===== config.mk =====
export PLATFORM = sky130hd
export DESIGN_NAME = bert_seq_ctrl_flat
export DESIGN_NICKNAME = d
export VERILOG_FILES = /design/src/rtl/bert_pkg.sv /design/src/rtl/bert_seq_ctrl_if.sv /design/src/rtl/bert_prbs_reg.sv /design/src/rtl/bert_seq_ctrl.sv /design/src/flat_wrapper.sv
export SDC_FILE = /design/constraint.sdc
export NUM_CORES = 1
export LEC_CHECK = 0
export ABC_AREA = 1
export BUFFER_PORTS_ARGS = -buffer_cell sky130_fd_sc_hd__buf_2
export CAP_MARGIN = 10
export CORE_UTILIZATION = 35
export CTS_CLUSTER_SIZE = 30
export DETAILED_ROUTE_END_ITERATION = 16
export HOLD_SLACK_MARGIN = 0.05
export PLACE_DENSITY_LB_ADDON = 0.08
export REMOVE_ABC_BUFFERS = 1
export SLEW_MARGIN = 0
export SYNTH_ARGS = -nofsm -noshare
export SYNTH_HDL_FRONTEND = slang
export SYNTH_SLANG_ARGS = --single-unit

===== constraint.sdc =====
create_clock -name clk -period 3.1 [get_ports clk]
set_clock_uncertainty 0.15 [all_clocks]
set_input_delay 0.155 -clock clk [delete_from_list [all_inputs] [get_ports clk]]
set_output_delay 0.155 -clock clk [all_outputs]
set_load 0.01 [all_outputs]

===== src/rtl/bert_pkg.sv =====
// Shared types and constants for the BERT test sequencer: FSM state encoding,
// PRBS-8 geometry and taps (fb = r[6]^r[5]^r[0]), lock-up-safe default seed.
package bert_pkg;

    typedef enum logic [2:0] {
        IDLE,
        LOAD,
        SYNC,
        RUN,
        DONE
    } state_t;

    localparam int                PRBS_W            = 8;
    localparam logic [PRBS_W-1:0] PRBS_TAPS         = 8'b0110_0001;
    localparam logic [PRBS_W-1:0] PRBS_SEED_DEFAULT = 8'h0F;
    localparam int                RESYNC_W          = 8;

    function automatic logic prbs_fb(input logic [PRBS_W-1:0] r);
        return ^(r & PRBS_TAPS);
    endfunction

endpackage


===== src/rtl/bert_seq_ctrl_if.sv =====
// Host/config and TX/RX line signals of the BERT sequencer, bundled with
// master (host side) and slave (sequencer side) views.
interface bert_seq_ctrl_if
    import bert_pkg::*;
#(
    parameter int CNT_W = 32,
    parameter int ERR_W = 16
);
    logic                start;
    logic [CNT_W-1:0]    num_bits;
    logic [PRBS_W-1:0]   seed;
    logic                rx_bit;
    logic                rx_valid;
    logic                tx_bit;
    logic                tx_valid;
    logic                busy;
    logic                done;
    logic                locked;
    logic [CNT_W-1:0]    bit_cnt;
    logic [ERR_W-1:0]    err_cnt;
    logic [RESYNC_W-1:0] resync_cnt;

    modport master (
        output start, num_bits, seed, rx_bit, rx_valid,
        input  tx_bit, tx_valid, busy, done, locked, bit_cnt, err_cnt, resync_cnt
    );

    modport slave (
        input  start, num_bits, seed, rx_bit, rx_valid,
        output tx_bit, tx_valid, busy, done, locked, bit_cnt, err_cnt, resync_cnt
    );

endinterface


===== src/rtl/bert_prbs_reg.sv =====
// 8-bit PRBS shift register with parallel load; the shift-in bit is either the
// local feedback (generator / free-running checker) or an external bit (refill).
module bert_prbs_reg
    import bert_pkg::*;
(
    input  logic              clk,
    input  logic              reset,
    input  logic              load,
    input  logic [PRBS_W-1:0] load_val,
    input  logic              shift_en,
    input  logic              ext_sel,
    input  logic              ext_bit,
    output logic [PRBS_W-1:0] q,
    output logic              fb
);

    logic shift_in;

    assign fb       = prbs_fb(q);
    assign shift_in = ext_sel ? ext_bit : fb;

    // NOTE: registers use non-blocking assignments so every flop samples pre-edge values.
    always_ff @(posedge clk) begin
        if (!reset) begin
            q <= '0;
        end else if (load) begin
            q <= load_val;
        end else if (shift_en) begin
            q <= {q[PRBS_W-2:0], shift_in};
        end
    end

endmodule


===== src/rtl/bert_seq_ctrl.sv =====
// BERT test sequencer: seeds/runs the TX PRBS, self-syncs a checker on the
// returned stream, counts bits/errors/resyncs. Optional: BERT_ERR_INJECT_EN.
module bert_seq_ctrl
    import bert_pkg::*;
#(
    parameter int CNT_W     = 32,
    parameter int ERR_W     = 16,
    parameter int LOSS_ERRS = 4
) (
    input  logic           clk,
    input  logic           reset,
`ifdef BERT_ERR_INJECT_EN
    input  logic           inject_err,
`endif
    bert_seq_ctrl_if.slave bus
);

    localparam logic [3:0] LOSS_LIM = 4'(LOSS_ERRS);

    state_t              state_q, state_d;
    logic                accept, busy, done, locked, tx_valid;
    logic [CNT_W-1:0]    num_bits_q, bit_cnt_q;
    logic [ERR_W-1:0]    err_cnt_q;
    logic [RESYNC_W-1:0] resync_cnt_q;
    logic [PRBS_W-1:0]   seed_q, seed_eff, tx_q, chk_q;
    logic [2:0]          sync_cnt_q, blk_idx_q;
    logic [3:0]          blk_err_q, blk_err_sum;
    logic                tx_fb, pred, rx_fire, rx_err, bit_last, blk_loss, tx_flip;
    logic                unused_q;

    assign seed_eff    = (bus.seed == '0) ? PRBS_SEED_DEFAULT : bus.seed;
    assign rx_fire     = bus.rx_valid && (state_q == SYNC || state_q == RUN);
    assign rx_err      = bus.rx_bit ^ pred;
    assign bit_last    = (bit_cnt_q + CNT_W'(1)) == num_bits_q;
    // Error tally restarts on the first bit of every 8-bit block.
    assign blk_err_sum = ((blk_idx_q == 3'd0) ? 4'd0 : blk_err_q) + {3'd0, rx_err};
    assign blk_loss    = blk_err_sum >= LOSS_LIM;
    assign unused_q    = ^{tx_q, chk_q};

`ifdef BERT_ERR_INJECT_EN
    assign tx_flip = inject_err;
`else
    assign tx_flip = 1'b0;
`endif

    bert_prbs_reg u_tx_prbs (
        .clk      (clk),
        .reset    (reset),
        .load     (state_q == LOAD),
        .load_val (seed_q),
        .shift_en (tx_valid),
        .ext_sel  (1'b0),
        .ext_bit  (1'b0),
        .q        (tx_q),
        .fb       (tx_fb)
    );

    // Checker takes the line bit while syncing, then free-runs on its own prediction.
    bert_prbs_reg u_chk_prbs (
        .clk      (clk),
        .reset    (reset),
        .load     (1'b0),
        .load_val ('0),
        .shift_en (rx_fire),
        .ext_sel  (state_q == SYNC),
        .ext_bit  (bus.rx_bit),
        .q        (chk_q),
        .fb       (pred)
    );

    always_ff @(posedge clk) begin
        if (!reset) begin
            state_q <= IDLE;
        end else begin
            state_q <= state_d;
        end
    end

    // NOTE: every combinational output is defaulted first, so no path infers a latch.
    always_comb begin
        state_d  = state_q;
        accept   = 1'b0;
        busy     = 1'b0;
        done     = 1'b0;
        locked   = 1'b0;
        tx_valid = 1'b0;
        case (state_q)
            IDLE: begin
                if (bus.start) begin
                    accept  = 1'b1;
                    state_d = (bus.num_bits == '0) ? DONE : LOAD;
                end
            end
            LOAD: begin
                busy    = 1'b1;
                state_d = SYNC;
            end
            SYNC: begin
                busy     = 1'b1;
                tx_valid = 1'b1;
                if (rx_fire && sync_cnt_q == 3'd7) state_d = RUN;
            end
            RUN: begin
                busy     = 1'b1;
                tx_valid = 1'b1;
                locked   = 1'b1;
                if (rx_fire) begin
                    if (bit_last)      state_d = DONE;
                    else if (blk_loss) state_d = SYNC;
                end
            end
            DONE: begin
                done    = 1'b1;
                state_d = IDLE;
            end
            default: state_d = IDLE;
        endcase
    end

    always_ff @(posedge clk) begin
        if (!reset) begin
            num_bits_q   <= '0;
            seed_q       <= '0;
            bit_cnt_q    <= '0;
            err_cnt_q    <= '0;
            resync_cnt_q <= '0;
            sync_cnt_q   <= '0;
            blk_idx_q    <= '0;
            blk_err_q    <= '0;
        end else begin
            if (accept) begin
                num_bits_q   <= bus.num_bits;
                seed_q       <= seed_eff;
                bit_cnt_q    <= '0;
                err_cnt_q    <= '0;
                resync_cnt_q <= '0;
            end
            // Wraps to 0 after the 8th refill bit, so every SYNC entry starts clean.
            if (state_q == SYNC && rx_fire) sync_cnt_q <= sync_cnt_q + 3'd1;
            if (state_q != RUN)  blk_idx_q <= '0;
            else if (rx_fire)    blk_idx_q <= blk_idx_q + 3'd1;
            if (state_q == RUN && rx_fire) begin
                blk_err_q <= blk_err_sum;
                bit_cnt_q <= bit_cnt_q + CNT_W'(1);
                if (rx_err && err_cnt_q != '1) err_cnt_q <= err_cnt_q + ERR_W'(1);
                if (blk_loss && !bit_last && resync_cnt_q != '1)
                    resync_cnt_q <= resync_cnt_q + RESYNC_W'(1);
            end
        end
    end

    assign bus.tx_bit     = tx_valid & (tx_fb ^ tx_flip);
    assign bus.tx_valid   = tx_valid;
    assign bus.busy       = busy;
    assign bus.done       = done;
    assign bus.locked     = locked;
    assign bus.bit_cnt    = bit_cnt_q;
    assign bus.err_cnt    = err_cnt_q;
    assign bus.resync_cnt = resync_cnt_q;

endmodule


===== src/flat_wrapper.sv =====
// flat-port wrapper written by rule: the top's interface ports become plain ports
module bert_seq_ctrl_flat import bert_pkg::*;
#(
    parameter int CNT_W     = 32,
    parameter int ERR_W     = 16,
    parameter int LOSS_ERRS = 4
)
  (clk, reset, bus_start, bus_num_bits, bus_seed, bus_rx_bit, bus_rx_valid, bus_tx_bit, bus_tx_valid, bus_busy, bus_done, bus_locked, bus_bit_cnt, bus_err_cnt, bus_resync_cnt);
  bert_seq_ctrl_if #(.CNT_W(CNT_W), .ERR_W(ERR_W)) bus_i ();
  input  logic clk;
  input  logic reset;
  input wire logic [$bits(bus_i.start)-1:0] bus_start;
  input wire logic [$bits(bus_i.num_bits)-1:0] bus_num_bits;
  input wire logic [$bits(bus_i.seed)-1:0] bus_seed;
  input wire logic [$bits(bus_i.rx_bit)-1:0] bus_rx_bit;
  input wire logic [$bits(bus_i.rx_valid)-1:0] bus_rx_valid;
  output wire logic [$bits(bus_i.tx_bit)-1:0] bus_tx_bit;
  output wire logic [$bits(bus_i.tx_valid)-1:0] bus_tx_valid;
  output wire logic [$bits(bus_i.busy)-1:0] bus_busy;
  output wire logic [$bits(bus_i.done)-1:0] bus_done;
  output wire logic [$bits(bus_i.locked)-1:0] bus_locked;
  output wire logic [$bits(bus_i.bit_cnt)-1:0] bus_bit_cnt;
  output wire logic [$bits(bus_i.err_cnt)-1:0] bus_err_cnt;
  output wire logic [$bits(bus_i.resync_cnt)-1:0] bus_resync_cnt;
  assign bus_i.start = bus_start;
  assign bus_i.num_bits = bus_num_bits;
  assign bus_i.seed = bus_seed;
  assign bus_i.rx_bit = bus_rx_bit;
  assign bus_i.rx_valid = bus_rx_valid;
  assign bus_tx_bit = bus_i.tx_bit;
  assign bus_tx_valid = bus_i.tx_valid;
  assign bus_busy = bus_i.busy;
  assign bus_done = bus_i.done;
  assign bus_locked = bus_i.locked;
  assign bus_bit_cnt = bus_i.bit_cnt;
  assign bus_err_cnt = bus_i.err_cnt;
  assign bus_resync_cnt = bus_i.resync_cnt;
  bert_seq_ctrl #(.CNT_W(CNT_W), .ERR_W(ERR_W), .LOSS_ERRS(LOSS_ERRS)) u_core (.clk(clk), .reset(reset), .bus(bus_i));
endmodule

==> results.sh, run 1 <==
export IMPL_yosysSeqAreaShare_pct=34.0
export IMPL_synthFlopType="dfxtp_1"
export IMPL_crit_end="u_core.seed_q[1]"
export IMPL_place_congestion=0.918
export IMPL_ios=106
export IMPL_grtUsageMet3_pct=4.78
export IMPL_post_dp_hpwl_um=16900
export IMPL_grt_max_degree=44
export IMPL_layout_common_cells="nand2_1 (344), dfxtp_1 (122), inv_1 (117), nor2_1 (116), nand3_1 (110)"
export IMPL_synth_cells=1152
export IMPL_p_seq_share_pct=35.6
export IMPL_yosysWarningCount=0
export IMPL_drt_pass1_iter_count=5
export IMPL_tns_ps=0
export IMPL_clock_latency_ps=430
export IMPL_cts_tree="yes"
export IMPL_post_cts_setup_buffer_count=0
export IMPL_synth_edf_count=0
export IMPL_grt_pass1_vias=7317
export IMPL_initial_core_util_pct=35.6
export IMPL_crit_path_end_kind="flip-flop"
export IMPL_drc_errors=0
export IMPL_root_buffer="clkbuf_16"
export IMPL_hold_class="reg -> reg"
export IMPL_place_area_sq_mm=0.00818
export IMPL_die_area_sq_mm=0.0211
export IMPL_arrival_ps=3010
export IMPL_rows=52
export IMPL_drive_gt1_share_pct=15.7
export IMPL_dieWidth_um=145
export IMPL_grt_pass1_wl_um=37100
export IMPL_r2r_slack_ps=310
export IMPL_fin_crit_sh_pct=89.9
export IMPL_clock_fmax_mhz=359
export IMPL_synth_seq_cells=122
export IMPL_startpoint="u_core.state_q[0]"
export IMPL_slowest_stage="dlygate4sd3_1"
export IMPL_grtUsageMet2_pct=37.1
export IMPL_relSlewSlack_pct=47.3
export IMPL_yosysTopAreaCell="dfxtp_1"
export IMPL_final_util_pct=46.2
export IMPL_clock_path_buffers=2
export IMPL_hold_ws_ps=302
export IMPL_r2r_start="u_core.state_q[0]"
export IMPL_cellInternalPower_mw=3.53
export IMPL_synthTopCellsByArea="dfxtp_1 (34%), nand2_1 (18%), nand3_1 (7.7%)"
export IMPL_num_vias=7793
export IMPL_dieHeight_um=145
export IMPL_multi_input_area_sq_mm=0.00416
export IMPL_worst_pin_slew_ps=787
export IMPL_coreArea_sq_mm=0.0202
export IMPL_synthesis_area_per_instance_sq_um=6.23
export IMPL_numCtsBuffers=17
export IMPL_ant_nets=0
export IMPL_fill_cells=2176
export IMPL_clockPowerShare_pct=37.8
export IMPL_placedCellCount=1525
export IMPL_start_kind="flip-flop"
export IMPL_stdcell_area_sq_mm=0.00932
export IMPL_max_cap_violations=0
export IMPL_overflow=0
export IMPL_critical_path_max_fanout=43
export IMPL_seq_area_sq_mm=0.00244
export IMPL_async_flop_share_pct=0
export IMPL_p_sw_share_pct=34.9
export IMPL_layout_commonest_cell="nand2_1"
export IMPL_r2r_cells=8
export IMPL_ir_drop_mv=0.451
export IMPL_setup_viol=0
export IMPL_netlist_area_leader_share_pct=34.0
export IMPL_final_cells=1610
export IMPL_use_met1_pct=28.5
export IMPL_slew_violations=0
export IMPL_grt_usage_pct=22.2
export IMPL_antenna_found_initial=0
export IMPL_hold_viol=0
export IMPL_worst_setup_hold_path_clk_slew_ps=60
export IMPL_min_period_ps=2790
export IMPL_top_usage_layer="met2"
export IMPL_status="completed"
export IMPL_max_stage_delay_ps=560
export IMPL_required_ps=3320
export IMPL_drt_iter0_drc=522
export IMPL_total_power_mw=5.42
export IMPL_pwr_density_cell_mw_per_mm2=582
export IMPL_area_delta_synth_final_pct=29.9
export IMPL_p_sw_mw=1.89
export IMPL_worstPathCellList="nor2_1, inv_1, nor2_1, nand2_4, inv_1, o21ai_0, a21oi_1, dlygate4sd3_1"
export IMPL_criticalPathCategory="reg -> reg"
export IMPL_h_tree_depth=4
export IMPL_cts_sinks=122
export IMPL_wirelength_um=22800
export IMPL_nNetsFinal=1381
export IMPL_pre_cts_slack_ps=165
export IMPL_p_leak_nw=4.10
export IMPL_wl_per_cell_um=14.2
export IMPL_viasPerCell=4.84
export IMPL_antenna_cells=0
export IMPL_numPortBuffers=105
export IMPL_synth_area_sq_mm=0.00718
export IMPL_r2r_end="u_core.seed_q[1]"
export IMPL_combPwrFrac_pct=26.5
export IMPL_rsz0062_at_grt="no"
export IMPL_yosysUniqueCellTypes=41
export IMPL_finalWorstSetupSlack_ps=314
==> cell families (layout without fill, tap and decap cells) <==
family,count (synthesis),in the layout,synth area share [%]
simple gates,651,651,39.7
xor+xnor,14,14,1.71
compound gates,198,198,14.6
fa+ha+maj,9,9,1.57
buf+inv,158,346,8.38
flops,122,122,34.0
==> metal layers <==
metal  up-vias  part of all wire, %
met5         -                    0
met1      3503                   48
met4         0                  1.2
met3        17                  4.5
met2       160                   47
li1       4113                    -
==> power groups by stage <==
stage,clock [mW],sequential [mW],combinational [mW]
2_1_floorplan,0,1.93,0.886
3_3_place_gp,0,1.96,1.36
3_5_place_dp,0,1.96,1.36
4_1_cts,2.09,1.93,1.44
5_1_grt,2.16,1.96,1.63
6_report,2.05,1.93,1.44
==> worst min-delay path by stage <==
stage	startpoint	end	cells past startpoint
after floorplan	reset	u_core.bus.resync_cnt[1]	2
after global placement	bus_num_bits[0]	u_core.num_bits_q[0]	3
after detailed placement	bus_seed[4]	u_core.seed_q[4]	3
after CTS	u_core.blk_err_q[1]	u_core.blk_err_q[1]	2
after global routing	u_core.blk_err_q[1]	u_core.blk_err_q[1]	2
final	u_core.blk_err_q[1]	u_core.blk_err_q[1]	2
==> worst max-delay path, delay by kind of cell (launching register included) <==
kind,cells,cell delay [ps]
DFF,1,380
buffers and inverters,3,1080
AOI/OAI and AO/OA,2,270
and+or+nand+nor,3,850
==> final cells by class <==
class | count | area share, %
flip-flops and latches | 122 | 26.2
clock buffers | 18 | 4.71
multi-input cells | 872 | 44.6
clock inverters | 14 | 1.72
repair buffers | 192 | 14.2
inverters | 122 | 4.91
well taps | 270 | 3.62
==> synthesized netlist by cell type, types with 2 or more instances <==
cell type	instances
a211oi_1	6
a21oi_1	107
a311oi_1	2
and2_1	3
buf_1	4
clkbuf_1	30
clkinv_1	4
dfxtp_1	122
ha_1	9
inv_1	117
nand2_1	345
nand2_2	12
nand2_4	3
nand3_1	111
nand3_2	3
nand3b_1	2
nand4_1	9
nor2_1	117
nor2_2	4
nor2_4	8
nor3_1	12
nor3b_1	3
nor4_1	15
o21ai_0	65
o21ai_1	2
o22ai_1	9
or2_2	2
xnor2_1	7
xor2_1	7
==> repair_timing <==
item                                    4_1_cts  5_1_grt
endpoints found under the setup margin        0        6
resized for setup                             0        2
endpoints found under the hold margin        48        0
hold buffers                                 53        0
==> registers in the layout, summed over array words and instances, names as in the netlist <==
| signal | flops |
|---|---|
| u_core.bus.bit_cnt | 32 |
| u_core.num_bits_q | 32 |
| u_core.bus.err_cnt | 16 |
| u_core.bus.resync_cnt | 8 |
| u_core.seed_q | 7 |
| u_core.u_chk_prbs.q | 7 |
| u_core.u_tx_prbs.q | 7 |
| u_core.blk_err_q | 4 |
| u_core.blk_idx_q | 3 |
| u_core.state_q | 3 |
| u_core.sync_cnt_q | 3 |
Note: power is estimated with default switching activity, not from simulation.
==> run 2, diff against run 1 <==
==> constraint.sdc (replaced) <==
create_clock -name clk -period 2.6 [get_ports clk]
set_clock_uncertainty 0.15 [all_clocks]
set_input_delay 0.13 -clock clk [delete_from_list [all_inputs] [get_ports clk]]
set_output_delay 0.13 -clock clk [all_outputs]
set_load 0.01 [all_outputs]
==> run 2 against run 1 <==
  * Clock power is 23% higher
  * Die area stayed put
  * Power increased by 23%
  * Highest routed layer unchanged
  * Critical path depth grew 12
  * Critical endpoint is now u_core.bus.resync_cnt[6]
  * Largest cell class unchanged
  * Worst setup slack worse by 280 ps
  * Combinational power rose by 28%
  * Wire length rose by 7.4%
==> results.sh, run 2 (synthesized netlist as in run 1, its figures left out) <==
export IMPL_pwr_density_cell_mw_per_mm2=644
export IMPL_overflow=0
export IMPL_place_congestion=0.914
export IMPL_relSlewSlack_pct=44.0
export IMPL_cp_top_family="simple AND/OR/NAND/NOR gates"
export IMPL_fin_crit_sh_pct=98.6
export IMPL_cts_sinks=122
export IMPL_hold_class="reg -> reg"
export IMPL_dieWidth_um=145
export IMPL_h_tree_depth=4
export IMPL_cts_tree="yes"
export IMPL_hold_ws_ps=303
export IMPL_worstPathCellList="buf_6, nand2_2, nor2_4, nand2_4, nor2_8, buf_4, nand2_2, nand2_2, nand2_1, nand2_1, nand2_1, nor2_1, nand2_1, nor2_2, nand3_4, buf_12, buf_6, nand4_1, nand2_1, nor2_1"
export IMPL_clock_latency_ps=430
export IMPL_max_stage_delay_ps=360
export IMPL_slowest_stage="dfxtp_2"
export IMPL_grt_max_degree=39
export IMPL_nNetsFinal=1473
export IMPL_setup_viol=0
export IMPL_worst_setup_hold_path_clk_slew_ps=70
export IMPL_slew_violations=0
export IMPL_root_buffer="clkbuf_16"
export IMPL_hold_viol=0
export IMPL_numPortBuffers=105
export IMPL_min_period_ps=2560
export IMPL_drt_iter0_drc=352
export IMPL_total_power_mw=6.68
export IMPL_ir_drop_mv=0.437
export IMPL_grt_usage_pct=23.3
export IMPL_layout_commonest_cell="nand2_1"
export IMPL_viasPerCell=4.84
export IMPL_rsz0062_at_grt="yes"
export IMPL_crit_path_frequent_cell="nand2_1"
export IMPL_max_cap_violations=0
export IMPL_antenna_cells=0
export IMPL_drt_pass1_iter_count=5
export IMPL_area_delta_synth_final_pct=44.5
export IMPL_dieHeight_um=145
export IMPL_drc_errors=0
export IMPL_coreArea_sq_mm=0.0202
export IMPL_p_leak_nw=4.65
export IMPL_grt_pass1_wl_um=39000
export IMPL_numCtsBuffers=17
export IMPL_critical_path_max_fanout=6
export IMPL_rows=52
export IMPL_clock_fmax_mhz=390
export IMPL_start_kind="flip-flop"
export IMPL_ant_nets=0
export IMPL_pre_cts_slack_ps=-107
export IMPL_required_ps=2820
export IMPL_criticalPathCategory="reg -> reg"
export IMPL_arrival_ps=2780
export IMPL_tns_ps=0
export IMPL_fill_cells=2121
export IMPL_status="completed"
export IMPL_worst_pin_slew_ps=837
export IMPL_post_dp_hpwl_um=17500
export IMPL_crit_path_end_kind="flip-flop"
export IMPL_wirelength_um=24500
export IMPL_ios=106
export IMPL_grt_pass1_vias=7771
export IMPL_place_area_sq_mm=0.00884
export IMPL_antenna_found_initial=0
export IMPL_wl_per_cell_um=14.4
export IMPL_layout_common_cells="nand2_1 (320), buf_4 (121), inv_1 (115), dfxtp_1 (115), a21oi_1 (106)"
export IMPL_die_area_sq_mm=0.0211
export IMPL_drive_gt1_share_pct=26.2
export IMPL_cp_num_buf_inv=4
export IMPL_stdcell_area_sq_mm=0.0104
export IMPL_finalWorstSetupSlack_ps=35.7
export IMPL_num_vias=8239
export IMPL_clock_path_buffers=2
export IMPL_initial_core_util_pct=35.6
## run 2: cell count changes in the layout (fill, tap and decap cells not counted), moves of 3 or more
cell	before	now
dfxtp_1	122	115
nor2_2	4	12
nand2_1	344	320
nor2_1	116	100
buf_12	1	5
nor2_4	9	17
inv_6	5	2
buf_6	0	6
buf_4	33	121
dfxtp_2	0	6
nand2_2	12	35
nand3_2	3	15
nand3_1	110	97
dlygate4sd3_1	53	46
## run 2: routing by layer
metal	GRT usage [%]	vias up	share of wire, %
met5	0	-	0
met4	6.16	0	1.3
met3	4.47	25	3.9
met2	40.7	158	48
met1	29.1	3745	47
li1	-	4311	-
## run 2: power by group
group,internal [mW],switching [mW],total (mW)
registers,2.13,0.171,2.30
logic,0.672,1.18,1.85
clock network,1.56,0.956,2.52
## run 2: worst paths after layout
| kind | start | end | slack [ps] | cells past startpoint |
|---|---|---|---|---|
| worst max-delay path | u_core.bus.bit_cnt[1] | u_core.bus.resync_cnt[6] | 40 | 20 |
| worst min-delay path | u_core.blk_err_q[0] | u_core.blk_err_q[0] | 300 | 2 |
| worst max register to register | u_core.bus.bit_cnt[1] | u_core.bus.resync_cnt[6] | 40 | 20 |
| worst min register to register | u_core.blk_err_q[0] | u_core.blk_err_q[0] | 300 | 2 |
## run 2: final cells by class
| class | instances | area [sq um] | share of cell area [%] |
|---|---|---|---|
| multi-input combinational | 873 | 4440 | 42.8 |
| sequential | 122 | 2450 | 23.7 |
| timing repair buffer | 283 | 2060 | 19.9 |
| inverter | 122 | 458 | 4.42 |
| clock buffer | 19 | 453 | 4.37 |
| tap | 270 | 338 | 3.26 |
| clock inverter | 13 | 166 | 1.60 |
## run 2: stage by stage
step                      util, %  instances
final                        51.4       1702
after global placement       43.8       1608
after CTS                    49.9       1692
after detailed placement     43.8       1608
after global routing         51.4       1702
after floorplan                 -       1116
## run 2: what timing repair did
action / CTS / global route
pin swaps: 22 / 38
resized for setup: 30 / 62
endpoints found under the setup margin: 11 / 13
hold buffers: 46 / 0
hold endpoints to repair: 47 / 0
buffers inserted: 7 / 9
gates cloned: 0 / 1
## run 2: worst min-delay path, cell delays in order (launching register included)
cell and delay, ps:
dfxtp_1 290, inv_1 60, a21oi_1 60
